## config.mk

```make
export PLATFORM = sky130hd
export DESIGN_NAME = instr_realigner_flat
export DESIGN_NICKNAME = d
export VERILOG_FILES = /design/src/rtl/instr_realigner_if.sv /design/src/rtl/instr_realigner.sv /design/src/flat_wrapper.sv
export SDC_FILE = /design/constraint.sdc
export NUM_CORES = 1
export LEC_CHECK = 0
export ABC_CLOCK_PERIOD_IN_PS = 2360
export BUFFER_PORTS_ARGS = -buffer_cell sky130_fd_sc_hd__buf_2
export CAP_MARGIN = 15
export CELL_PAD_IN_SITES_DETAIL_PLACEMENT = 0
export CELL_PAD_IN_SITES_GLOBAL_PLACEMENT = 1
export CORE_ASPECT_RATIO = 0.7
export CORE_UTILIZATION = 35
export DETAILED_ROUTE_END_ITERATION = 8
export PLACE_DENSITY = 0.92
export SLEW_MARGIN = 20
export SYNTH_ARGS = -nofsm -noshare
export SYNTH_HDL_FRONTEND = slang
export SYNTH_SLANG_ARGS = --single-unit
```

## constraint.sdc

```tcl
create_clock -name clk_i -period 2.36 [get_ports clk_i]
set_input_delay 0.118 -clock clk_i [delete_from_list [all_inputs] [get_ports clk_i]]
set_output_delay 0.118 -clock clk_i [all_outputs]
set_load 0.01 [all_outputs]
```

## src/rtl/instr_realigner_if.sv

```systemverilog
// Fetch-word in / instruction-slot out bus between the I$ path, the realigner and the queue.
interface instr_realigner_if;

  // Fetch side (driven upstream of the realigner) plus queue ready
  logic              flush_i;
  logic              valid_i;
  logic [31:0]       data_i;
  logic [63:0]       address_i;
  logic              ex_i;
  logic              ready_i;

  // Queue side, one entry per instruction slot, packed from slot 0
  logic [1:0]        valid_o;
  logic [1:0][31:0]  instr_o;
  logic [1:0][63:0]  addr_o;
  logic              ex_o;

  // Fetch/queue environment view
  modport master (
    output flush_i, valid_i, data_i, address_i, ex_i, ready_i,
    input  valid_o, instr_o, addr_o, ex_o
  );

  // Realigner view
  modport slave (
    input  flush_i, valid_i, data_i, address_i, ex_i, ready_i,
    output valid_o, instr_o, addr_o, ex_o
  );

endinterface

```

## src/rtl/instr_realigner.sv

```systemverilog
// Splits 32-bit fetch words into up to two RVC/RV32 instruction slots and
// stitches 32-bit instructions that straddle two fetch words.
module instr_realigner #(
  parameter int unsigned INSTR_PER_FETCH = 2,
  parameter int unsigned FETCH_WIDTH     = 32
) (
  input  logic              clk_i,
  input  logic              rst_ni,
  instr_realigner_if.slave  bus
);

  localparam int unsigned HALF_W  = 16;
  localparam int unsigned INSTR_W = 32;
  localparam int unsigned ADDR_W  = 64;
  localparam int unsigned SLOTS   = 2;

  // The halfword split below is hard-wired to a 32-bit, two-slot fetch word
  if (INSTR_PER_FETCH != 2 || FETCH_WIDTH != 32) begin : g_param_check
    $error("instr_realigner supports only INSTR_PER_FETCH=2 and FETCH_WIDTH=32");
  end

  // How the current fetch word is interpreted
  typedef enum logic [1:0] {
    KIND_EXC,      // page fault: single faulting slot
    KIND_STITCH,   // finish a 32-bit instruction from the previous word
    KIND_ODD,      // entry at the upper halfword
    KIND_ALIGNED   // fresh word starting at the lower halfword
  } kind_e;

  // Stitch state
  logic                 unaligned_q, unaligned_d;
  logic [HALF_W-1:0]    unaligned_instr_q, unaligned_instr_d;
  logic [ADDR_W-1:0]    unaligned_addr_q, unaligned_addr_d;

  // Decode of the incoming word
  logic                 present;
  logic                 accept;
  logic [HALF_W-1:0]    lo_half;
  logic [HALF_W-1:0]    hi_half;
  logic                 lo_compressed;
  logic                 hi_compressed;
  logic [ADDR_W-1:0]    base_addr;
  logic [ADDR_W-1:0]    word_addr;
  logic [ADDR_W-1:0]    hi_addr;
  kind_e                kind;

  // Slot outputs before they go onto the bus
  logic [SLOTS-1:0]               slot_valid;
  logic [SLOTS-1:0][INSTR_W-1:0]  slot_instr;
  logic [SLOTS-1:0][ADDR_W-1:0]   slot_addr;
  logic                           slot_ex;

  // Word decode; address bit 0 carries no meaning for halfword-aligned code
  assign present       = bus.valid_i & ~bus.flush_i;
  assign accept        = present & bus.ready_i;
  assign lo_half       = bus.data_i[HALF_W-1:0];
  assign hi_half       = bus.data_i[INSTR_W-1:HALF_W];
  assign lo_compressed = (lo_half[1:0] != 2'b11);
  assign hi_compressed = (hi_half[1:0] != 2'b11);
  assign base_addr     = bus.address_i & ~ADDR_W'(1);
  assign word_addr     = bus.address_i & ~ADDR_W'(3);
  assign hi_addr       = word_addr + ADDR_W'(2);

  // Exception wins, then a pending stitch, then odd entry (which drops any stale stitch)
  assign kind = bus.ex_i                           ? KIND_EXC    :
                (unaligned_q & ~bus.address_i[1])  ? KIND_STITCH :
                bus.address_i[1]                   ? KIND_ODD    :
                                                     KIND_ALIGNED;

  // Stitch state register
  always_ff @(posedge clk_i or negedge rst_ni) begin
    if (!rst_ni) begin
      unaligned_q       <= 1'b0;
      unaligned_instr_q <= '0;
      unaligned_addr_q  <= '0;
    end else begin
      unaligned_q       <= unaligned_d;
      unaligned_instr_q <= unaligned_instr_d;
      unaligned_addr_q  <= unaligned_addr_d;
    end
  end

  // Next stitch state: flush clears, an accepted word may leave its upper half pending
  always_comb begin
    unaligned_d       = unaligned_q;
    unaligned_instr_d = unaligned_instr_q;
    unaligned_addr_d  = unaligned_addr_q;
    if (bus.flush_i) begin
      unaligned_d = 1'b0;
    end else if (accept) begin
      unique case (kind)
        KIND_EXC: begin
          unaligned_d = 1'b0;
        end
        KIND_STITCH, KIND_ODD: begin
          unaligned_d = ~hi_compressed;
          if (!hi_compressed) begin
            unaligned_instr_d = hi_half;
            unaligned_addr_d  = hi_addr;
          end
        end
        KIND_ALIGNED: begin
          unaligned_d = lo_compressed & ~hi_compressed;
          if (lo_compressed && !hi_compressed) begin
            unaligned_instr_d = hi_half;
            unaligned_addr_d  = hi_addr;
          end
        end
        default: begin
          unaligned_d = 1'b0;
        end
      endcase
    end
  end

  // Slot outputs, zero latency and independent of ready
  always_comb begin
    slot_valid = '0;
    slot_instr = '0;
    slot_addr  = '0;
    slot_ex    = 1'b0;
    if (present) begin
      unique case (kind)
        KIND_EXC: begin
          slot_valid   = 2'b01;
          slot_ex      = 1'b1;
          slot_addr[0] = unaligned_q ? unaligned_addr_q : base_addr;
        end
        KIND_STITCH: begin
          slot_instr[0] = {lo_half, unaligned_instr_q};
          slot_addr[0]  = unaligned_addr_q;
          if (hi_compressed) begin
            slot_valid    = 2'b11;
            slot_instr[1] = {HALF_W'(0), hi_half};
            slot_addr[1]  = hi_addr;
          end else begin
            slot_valid    = 2'b01;
          end
        end
        KIND_ODD: begin
          if (hi_compressed) begin
            slot_valid    = 2'b01;
            slot_instr[0] = {HALF_W'(0), hi_half};
            slot_addr[0]  = hi_addr;
          end
        end
        KIND_ALIGNED: begin
          slot_addr[0] = word_addr;
          if (!lo_compressed) begin
            slot_valid    = 2'b01;
            slot_instr[0] = bus.data_i;
          end else begin
            slot_instr[0] = {HALF_W'(0), lo_half};
            if (hi_compressed) begin
              slot_valid    = 2'b11;
              slot_instr[1] = {HALF_W'(0), hi_half};
              slot_addr[1]  = hi_addr;
            end else begin
              slot_valid    = 2'b01;
            end
          end
        end
        default: begin
          slot_valid = '0;
        end
      endcase
    end
  end

  assign bus.valid_o = slot_valid;
  assign bus.instr_o = slot_instr;
  assign bus.addr_o  = slot_addr;
  assign bus.ex_o    = slot_ex;

  // Slots are packed from slot 0, so slot 1 never appears alone
  a_valid_packed: assert property (@(posedge clk_i) disable iff (!rst_ni)
                                   bus.valid_o != 2'b10)
    else $error("instr_realigner: valid_o = 10");

endmodule
```

## src/flat_wrapper.sv

```systemverilog
// flat-port wrapper written by rule: the top's interface ports become plain ports
module instr_realigner_flat 
#(
  parameter int unsigned INSTR_PER_FETCH = 2,
  parameter int unsigned FETCH_WIDTH     = 32
)
  (clk_i, rst_ni, bus_flush_i, bus_valid_i, bus_data_i, bus_address_i, bus_ex_i, bus_ready_i, bus_valid_o, bus_instr_o, bus_addr_o, bus_ex_o);
  instr_realigner_if bus_i ();
  input  logic clk_i;
  input  logic rst_ni;
  input wire logic [$bits(bus_i.flush_i)-1:0] bus_flush_i;
  input wire logic [$bits(bus_i.valid_i)-1:0] bus_valid_i;
  input wire logic [$bits(bus_i.data_i)-1:0] bus_data_i;
  input wire logic [$bits(bus_i.address_i)-1:0] bus_address_i;
  input wire logic [$bits(bus_i.ex_i)-1:0] bus_ex_i;
  input wire logic [$bits(bus_i.ready_i)-1:0] bus_ready_i;
  output wire logic [$bits(bus_i.valid_o)-1:0] bus_valid_o;
  output wire logic [$bits(bus_i.instr_o)-1:0] bus_instr_o;
  output wire logic [$bits(bus_i.addr_o)-1:0] bus_addr_o;
  output wire logic [$bits(bus_i.ex_o)-1:0] bus_ex_o;
  assign bus_i.flush_i = bus_flush_i;
  assign bus_i.valid_i = bus_valid_i;
  assign bus_i.data_i = bus_data_i;
  assign bus_i.address_i = bus_address_i;
  assign bus_i.ex_i = bus_ex_i;
  assign bus_i.ready_i = bus_ready_i;
  assign bus_valid_o = bus_i.valid_o;
  assign bus_instr_o = bus_i.instr_o;
  assign bus_addr_o = bus_i.addr_o;
  assign bus_ex_o = bus_i.ex_o;
  instr_realigner #(.INSTR_PER_FETCH(INSTR_PER_FETCH), .FETCH_WIDTH(FETCH_WIDTH)) u_core (.clk_i(clk_i), .rst_ni(rst_ni), .bus(bus_i));
endmodule
```

==> impl_metrics.env <==
export IMPL_fin_nets=1024
export IMPL_htree_levels=3
export IMPL_yosys_cell_types_count=35
export IMPL_hold_path_class="in2reg"
export IMPL_crit_chain="and3b_1, buf_4, nor4b_4, buf_6, and2_1, buf_2"
export IMPL_gp_congestion=0.784
export IMPL_io_pins=297
export IMPL_power_leakage_nw=3.91
export IMPL_core_mm2=0.0183
export IMPL_die_h_um=117
export IMPL_cp_num_buf_inv=3
export IMPL_antenna_left=0
export IMPL_syn_to_final_growth_pct=27.1
export IMPL_path_clk_slew_ps=60
export IMPL_postCtsSetupRepairBufs=0
export IMPL_cts_buffers=9
export IMPL_r2r_start="u_core.unaligned_q"
export IMPL_cpPeakStageDelay_ps=450
export IMPL_drtIter0Drc=455
export IMPL_fin_util_pct=46.2
export IMPL_async_flop_share_pct=100
export IMPL_start_util_pct=36.3
export IMPL_numClockSinks=80
export IMPL_gr_total_overflow=0
export IMPL_crit_arrival_ps=2120
export IMPL_grt_pass1_vias=6022
export IMPL_critPathKind="reg2out"
export IMPL_cts_tree="done"
export IMPL_cp_end_kind="output port"
export IMPL_rows=41
export IMPL_wire_per_inst_um=17.2
export IMPL_drc_errors=0
export IMPL_clkLatencyLatePin_ps=340
export IMPL_slew_headroom_pct=48.9
export IMPL_maxCapViolations=0
export IMPL_critPathLaunchType="flop"
export IMPL_grt_start_max_net_pins=116
export IMPL_crit_fanout=44
export IMPL_via_per_inst=5.65
export IMPL_min_from="bus_address_i[33]"
export IMPL_dr_total_vias=6576
export IMPL_finalHoldViolCount=0
export IMPL_period_share_pct=95.0
export IMPL_ys_flop_type="dfrtp_1"
export IMPL_synthCells=698
export IMPL_die_w_um=167
export IMPL_drtPass1Iterations=4
export IMPL_critPathLaunch="u_core.unaligned_q"
export IMPL_tns_ps=0
export IMPL_final_setup_viol_count=0
export IMPL_final_common_cell="buf_2"
export IMPL_period_needed_ps=2240
export IMPL_path_delay_family="simple AND/OR/NAND/NOR gates"
export IMPL_dieArea_mm2=0.0196
export IMPL_finClkSkew_ps=10.2
export IMPL_worst_slew_pin_slew_ps=767
export IMPL_ys_seq_area_share_pct=30.1
export IMPL_grt_pass1_wl_mm=31.6
export IMPL_drive_above_1_share_pct=42.9
export IMPL_cp_slowest_cell="dfrtp_4"
export IMPL_detailed_place_hpwl_mm=13.2
export IMPL_syn_avg_cell_area_um2=9.53
export IMPL_required_ps=2240
export IMPL_io_buffers=277
export IMPL_finalWirelength_mm=20.0
export IMPL_grtUsageTotal_pct=19.8
export IMPL_slew_violations=0
export IMPL_rsz0062_at_grt="true"
export IMPL_fmax_mhz=446
export IMPL_synth_area_mm2=0.00665
export IMPL_cts_root_buffer="clkbuf_16"
export IMPL_insertedDiodeCount=0
export IMPL_cts_buffer_depth=2
export IMPL_ys_warn_count=0
export IMPL_status="finished, final reports clean"
export IMPL_antenna_found_initial=1
export IMPL_final_cell_mix="buf_2 (275), dfrtp_1 (79), and2_1 (77), a21oi_1 (77), mux2i_1 (75)"
export IMPL_vdd_drop_max_mv=0.308
export IMPL_ys_ff_latch=80
export IMPL_synth_edf_count=0
export IMPL_power_density_mw_per_mm2=493
sequential cells by signal, summed over array words and instances (netlist names):
| name | cells |
|---|---|
| u_core.unaligned_addr_q | 63 |
| u_core.unaligned_instr_q | 16 |
| u_core.unaligned_q | 1 |
path summary, 6_finish.rpt:
kind                                          endpoint  depth (start not counted)  slack (ps)
max                                     bus_addr_o[69]                          6         120
min                        u_core.unaligned_addr_q[33]                          2          50
max reg2reg                u_core.unaligned_addr_q[61]                          4         520
min reg2reg                 u_core.unaligned_addr_q[1]                          1         470
max in group asynchronous  u_core.unaligned_addr_q[15]                          3        1380
min in group asynchronous  u_core.unaligned_addr_q[59]                          2         330
kinds of logic (layout without fill, tap and decap cells):
family | after synthesis | count (layout) | share of synthesized area [%]
simple gates | 184 | 184 | 18.9
compound gates | 175 | 175 | 18.5
mux | 152 | 152 | 24.3
buf+inv | 106 | 318 | 8.03
flops | 80 | 80 | 30.1
other cells | 1 | 18 | 0.0564
cell usage after synthesis (3+ instances only):
cell      count  area share, %
a211oi_1     17            1.9
a21oi_1      77            5.8
a221oi_1     62            8.2
a32oi_1      16            2.1
and2_1       77            7.2
buf_2        10           0.75
buf_4        19            2.1
buf_6         7            1.2
clkbuf_1     67            3.8
dfrtp_1      80             30
mux2_1        6            1.0
mux2_2       71             12
mux2i_1      75             11
nand2_1       3           0.17
nand2b_1      4           0.38
nand3_1       3           0.23
nand4b_1     62            8.2
nor2_1       21            1.2
nor2b_1       3           0.28
or2_2         3           0.28
worst reg2reg max path, stage by stage (launching register included):
cell,delay [ps]
dfrtp_4,450
and3b_1,230
a211oi_4,350
buf_12,300
mux2_2,400
power by group:
group          total, W  switching [W]  internal, W
sequential      0.00180       0.000173      0.00163
clock           0.00142       0.000573     0.000847
combinational  0.000939       0.000478     0.000461
total           0.00416        0.00122      0.00294
per-layer routing:
| layer | track usage, % | wire length, um | vias up | part of all wire [%] |
|---|---|---|---|---|
| met5 | 0 | 13 | - | 0.065 |
| met4 | 3.94 | 150 | 2 | 0.75 |
| met3 | 5.03 | 1410 | 14 | 7.0 |
| met2 | 33.7 | 9530 | 273 | 48 |
| met1 | 25.3 | 8930 | 3197 | 45 |
| li1 | - | - | 3090 | - |
stage by stage:
| step | hold WS [ps] | power [W] | instance area (um2) | setup slack (ps) | instances |
|---|---|---|---|---|---|
| 6_report | 46.7 | 0.00416 | 8450 | 119 | 1163 |
| 4_1_cts | 23.0 | 0.00423 | 8450 | 40.3 | 1163 |
| 3_5_place_dp | 160 | 0.00277 | 8140 | 421 | 1146 |
| 2_1_floorplan | -178 | 0.00241 | 6710 | 443 | 715 |
| 3_3_place_gp | 157 | 0.00273 | 8140 | 467 | 1146 |
| 5_1_grt | 41.0 | 0.00441 | 8450 | -13.2 | 1163 |
repair_timing:
| action | 4_1_cts | 5_1_grt |
|---|---|---|
| endpoints found under the hold margin | 40 | 0 |
| resized for setup | 0 | 2 |
| hold buffers | 1 | 0 |
| endpoints found under the setup margin | 0 | 43 |
final cells by class:
class / instances / area (um2)
timing repair buffer: 300 / 1640
multi-input combinational: 529 / 4210
sequential: 80 / 2010
clock inverter: 5 / 56.3
inverter: 2 / 7.51
fill: 1796 / 9860
clock buffer: 11 / 243
tap: 236 / 295
Note: power is estimated with default switching activity, not from simulation.
